`config.mk`:
```
export PLATFORM = sky130hd
export DESIGN_NAME = instr_encoder
export DESIGN_NICKNAME = d
export VERILOG_FILES = /design/src/rtl/instr_encoder.sv
export SDC_FILE = /design/constraint.sdc
export NUM_CORES = 1
export LEC_CHECK = 0
export CAP_MARGIN = 20
export CORE_ASPECT_RATIO = 1.4
export CORE_MARGIN = 2
export CORE_UTILIZATION = 40
export CTS_CLUSTER_DIAMETER = 200
export DETAILED_ROUTE_END_ITERATION = 8
export GPL_TIMING_DRIVEN = 1
export PLACE_DENSITY_LB_ADDON = 0.08
export SLEW_MARGIN = 20
export SYNTH_ARGS = -nofsm -noshare
export SYNTH_HDL_FRONTEND = slang
export SYNTH_SLANG_ARGS = --single-unit
```
`constraint.sdc`:
```
create_clock -name clk -period 4.6 [get_ports clk]
set_input_delay 0.92 -clock clk [delete_from_list [all_inputs] [get_ports clk]]
set_output_delay 0.92 -clock clk [all_outputs]
set_load 0.01 [all_outputs]
```
`src/rtl/instr_encoder.sv`:
```
// =============================================================================
// instr_encoder : packs decoded MIPS fields into 32-bit words, FIFO-buffered
// Revision 1.0
// =============================================================================
`default_nettype none

module instr_encoder #(
  parameter int          FIFO_DEPTH = 4,
  parameter logic [31:0] BASE_ADDR  = 32'h0000_3000
) (
  input  logic        clk,
  input  logic        reset,
  input  logic        in_valid,
  output logic        in_ready,
  input  logic [3:0]  in_kind,
  input  logic [4:0]  in_rs,
  input  logic [4:0]  in_rt,
  input  logic [4:0]  in_rd,
  input  logic [15:0] in_imm,
  input  logic [25:0] in_index,
  output logic        out_valid,
  input  logic        out_ready,
  output logic [31:0] out_instr,
  output logic [31:0] out_addr,
  output logic [15:0] count,
  output logic        err
);

  localparam int         AW      = $clog2(FIFO_DEPTH);
  localparam logic [AW:0] C_DEPTH = (AW+1)'(FIFO_DEPTH);

  logic [31:0]   mem_instr_q [FIFO_DEPTH];
  logic [31:0]   mem_addr_q  [FIFO_DEPTH];
  logic [AW-1:0] wptr_q, rptr_q;
  logic [AW:0]   occ_q, occ_d;
  logic [31:0]   addr_q;
  logic [15:0]   count_q;
  logic          err_q;

  logic [31:0]   enc_w;
  logic          legal_w;
  logic          full_w, empty_w, accept_w, push_w, pop_w;

  always_comb begin
    enc_w   = 32'h0;
    legal_w = 1'b1;
    case (in_kind)
      4'd0: enc_w = 32'h0;
      4'd1: enc_w = {6'h00, in_rs, in_rt, in_rd, 5'd0, 6'h20};
      4'd2: enc_w = {6'h00, in_rs, in_rt, in_rd, 5'd0, 6'h22};
      4'd3: enc_w = {6'h0D, in_rs, in_rt, in_imm};
      4'd4: enc_w = {6'h23, in_rs, in_rt, in_imm};
      4'd5: enc_w = {6'h2B, in_rs, in_rt, in_imm};
      4'd6: enc_w = {6'h04, in_rs, in_rt, in_imm};
      4'd7: enc_w = {6'h0F, 5'd0, in_rt, in_imm};
      4'd8: enc_w = {6'h03, in_index};
      4'd9: enc_w = {6'h00, in_rs, 15'd0, 6'h08};
      default: legal_w = 1'b0;
    endcase
  end

  assign full_w    = (occ_q == C_DEPTH);
  assign empty_w   = (occ_q == '0);
  assign in_ready  = !full_w;
  assign out_valid = !empty_w;
  assign accept_w  = in_valid && in_ready;
  // Illegal kinds complete the handshake but never reach the FIFO.
  assign push_w    = accept_w && legal_w;
  assign pop_w     = out_valid && out_ready;

  always_comb begin
    occ_d = occ_q;
    if (push_w && !pop_w)
      occ_d = occ_q + (AW+1)'(1);
    else if (!push_w && pop_w)
      occ_d = occ_q - (AW+1)'(1);
  end

  always_ff @(posedge clk or negedge reset) begin
    if (!reset) begin
      wptr_q  <= '0;
      rptr_q  <= '0;
      occ_q   <= '0;
      addr_q  <= BASE_ADDR;
      count_q <= 16'h0;
      err_q   <= 1'b0;
    end else begin
      occ_q <= occ_d;
      if (push_w) begin
        wptr_q <= wptr_q + AW'(1);
        addr_q <= addr_q + 32'd4;
      end
      if (pop_w) begin
        rptr_q <= rptr_q + AW'(1);
        if (count_q != 16'hFFFF)
          count_q <= count_q + 16'd1;
      end
      if (accept_w && !legal_w)
        err_q <= 1'b1;
    end
  end

  // Storage needs no reset: reads are masked whenever the FIFO is empty.
  always_ff @(posedge clk) begin
    if (push_w) begin
      mem_instr_q[wptr_q] <= enc_w;
      mem_addr_q[wptr_q]  <= addr_q;
    end
  end

  assign out_instr = empty_w ? 32'h0 : mem_instr_q[rptr_q];
  assign out_addr  = empty_w ? 32'h0 : mem_addr_q[rptr_q];
  assign count     = count_q;
  assign err       = err_q;

endmodule

`default_nettype wire

```
==> qor.csv <==
stage;metric;value;unit
run_status;status;complete, no violations;
final_layout;fraction of layout cells with a size suffix above 1;17.4;%
cts;CTS tree;done;
global_route;Total GRT Usage;16.4;%
cts;CTS max path bufs;3;
final_layout;fin cells;1275;
drt;antenna-violating nets left;0;
drt;per-cell routed wire length;20.7;microns
cts;Post-CTS Repair Setup Buffers;0;
cts;# hold bufs at CTS;0;
setup_path;crit path max fanout;49;
floorplan;Die Width;152;microns
pwr;Tot Pwr;9.06;mW
cts;clock slew at reported path FFs;0.06;ns
global_route;vias in the first global route;7237;
drt;Vias per Instance;5.23;
pwr;Leakage;5.35;nW
setup_path;Worst EP arrival;2.91;ns
synth;Synth Instances;707;
cts;clock latency at the later pin of the worst-skew pair;0.54;ns
floorplan;Die ar.;0.0322;sq mm
setup_path;CP max stage cell;or3_2;
sta;FMAX;0.261;GHz
synth;Seq/Total Area, Yosys;70.4;%
min_path;min-delay worst type;primary input to asynchronous set/reset pin;
global_route;largest net degree at the start of global routing;56;
drt;# DRC;0;
drt;Vias;6672;
placed_design;post-DP HPWL;16.7;mm
final_layout;ant diodes;0;
sta;Clock Skews;0.0103;ns
synth;number of synthesized flops with an enable pin;244;
final_layout;Final nets;936;
placed_design;I/O Buffers;144;
synth;count leader, synth;edfxtp_1;
sta;post-route clock period utilization;83.2;%
sta;Final setup violation count;0;
drt;First-pass DRT Iterations;6;
sta;Tightest Pin Transition;0.948;ns
flow_run;Max-cap violations;0;
synth;syn avg cell area;17.4;sq um
sta;RSZ-0062 raised after global routing;no;
synth;yosys warns;0;
setup_path;CP top delay family;simple AND/OR/NAND/NOR gates;
floorplan;Vert. Die Dim;212;microns
setup_path;worst setup path category;flip-flop to output port;
synth;share of flip-flops with an asynchronous set or reset;18.1;%
cts;Inserted Clock Buffers;28;
sta;Max Slew Vio Count;0;
synth;Main synth FF type;edfxtp_1;
floorplan;io pins;148;
synth;Post-Syn Area;0.0123;sq mm
setup_path;CP endpoint kind;output port;
cts;H-Tree Depth;1;
synth;Post-synth top cells;edfxtp_1, and2_1, mux4_2;
placed_design;# placed instances;1223;
floorplan;Initial Utilization;40.4;%
global_route;initial antenna violation count;0;
drt;Total Routed Length;26.4;mm
cts;clock root cell;clkbuf_16;
synth;Yosys top cell area share;59.5;%
setup_path;CP required;3.68;ns
setup_path;crit path launch type;flip-flop;
synth;Synth area leader;edfxtp_1;
global_route;GRT Residual Overflow;0;
drt;drt initial violations;337;
floorplan;Core Region;0.0305;sq mm
pwr;Power Dens Cells;591;mW/mm^2
synth;Seq cells post-synth;298;
placed_design;GPL Wtd Cong;0.778;
global_route;first-pass GRT wire length;41.1;mm
pwr;worst vdd ir;0.332;mV
sta;Final Critical Period;3.83;ns
sta;Post-Route Setup TNS;0;ns
sta;Rel. slew slack;36.8;%
floorplan;num rows;76;
synth;synth top area cells;edfxtp_1, mux4_2, dfrtp_1;
setup_path;crit path cell chain;or3_2 > buf_4 > and2_1 > clkdlybuf4s50_1;
cts;post-CTS sizing;0;
setup_path;CP Buf/Inv Count;2;
final_layout;Finished Core Util;50.2;%
setup_path;CP peak stage delay;0.93;ns
cts;CTS sink cnt;298;
synth;post-synth cell types;49;
final_layout;Layout area overhead;24.4;%
sta;final hold viol count;0;
[metal layers]
layer / vias to the layer above / global-route usage, % / share of wire, % / wire length (microns)
met3: 33 / 2.31 / 3.8 / 1010
met1: 3441 / 19.4 / 41 / 10700
met5: - / 0 / 0 / 0
li1: 3052 / - / - / -
met4: 0 / 4.48 / 2.2 / 576
met2: 146 / 31.1 / 53 / 14100
[kinds of logic (layout without fill, tap and decap cells)]
family / count (synthesis) / after routing / synth area share (%)
compound gates: 38 / 38 / 2.36
xor+xnor: 49 / 49 / 3.48
fa+ha+maj: 8 / 8 / 0.873
buf+inv: 44 / 220 / 1.54
flops: 298 / 298 / 70.4
mux: 66 / 66 / 11.6
other cells: 1 / 3 / 0.0304
simple gates: 203 / 203 / 9.68
[worst register-to-register path: stages (launching register included)]
cell and delay [ns]:
dfrtp_1 0.46, nor3b_2 0.38, inv_1 0.16, and3_1 0.38, ha_1 0.32, inv_1 0.07
fa_1 0.40, mux2_2 0.27
[power breakdown]
group	switching (mW)	leakage (nW)	internal, mW
Sequential	0.246	2.96	3.35
Clock	0.979	0.496	1.50
Combinational	1.32	1.90	1.66
[sequential cells by signal, indices dropped and copies added, names as in the netlist]
register,flops
mem_addr_q,120
occ_q,3
mem_instr_q,124
rptr_q,2
addr_q,30
err,1
wptr_q,2
count,16
[final timing paths]
kind | to | slack (ns) | startpoint | depth (start not counted)
min reg2reg | err | 0.50 | err | 1
max | out_addr[8] | 0.77 | occ_q[0] | 4
min | addr_q[24] | 0.41 | reset | 1
max in group asynchronous | rptr_q[1] | 3.30 | reset | 2
min in group clk | err | 0.50 | err | 1
max reg2reg | occ_q[1] | 2.04 | occ_q[0] | 7
[through the flow]
stage	hold WS [ns]	instance area, sq um	worst slack [ns]
floorplan	0.485	12300	0.932
global placement	0.486	14300	0.759
detailed placement	0.490	14300	0.667
CTS	0.433	15300	0.649
global route	0.449	15300	0.585
finish	0.409	15300	0.771
[cell usage in the layout, fill, tap and decap left out, types with 3 or more instances in the layout]
cell / count
nand2b_1: 5
xnor2_1: 30
clkinv_1: 3
and3_1: 12
clkbuf_16: 29
ha_1: 7
conb_1: 3
mux2_2: 4
nor3b_1: 3
clkdlybuf4s50_1: 143
edfxtp_1: 244
nand4_1: 23
clkinv_4: 3
mux4_2: 61
nand3_1: 12
nor4_1: 5
clkinv_2: 7
nor3_1: 9
o22ai_1: 5
nor2_1: 8
and2_1: 66
and4_1: 4
a22o_1: 13
buf_4: 13
nand2_1: 36
nor2b_1: 3
inv_1: 5
dfrtp_1: 50
bufinv_16: 6
nor4_2: 3
and2_2: 4
buf_12: 6
xor2_1: 19
o21ai_0: 3
a22oi_1: 5
[final cells by class]
cell class,instances,area (sq um)
Multi-Input combinational cell,367,3480
Tap cell,390,488
Timing Repair Buffer,163,1650
Clock inverter,20,260
Sequential cell,298,8690
Fill cell,2567,15200
Inverter,5,18.8
Clock buffer,32,747
Power figures use the tool's default switching activity.
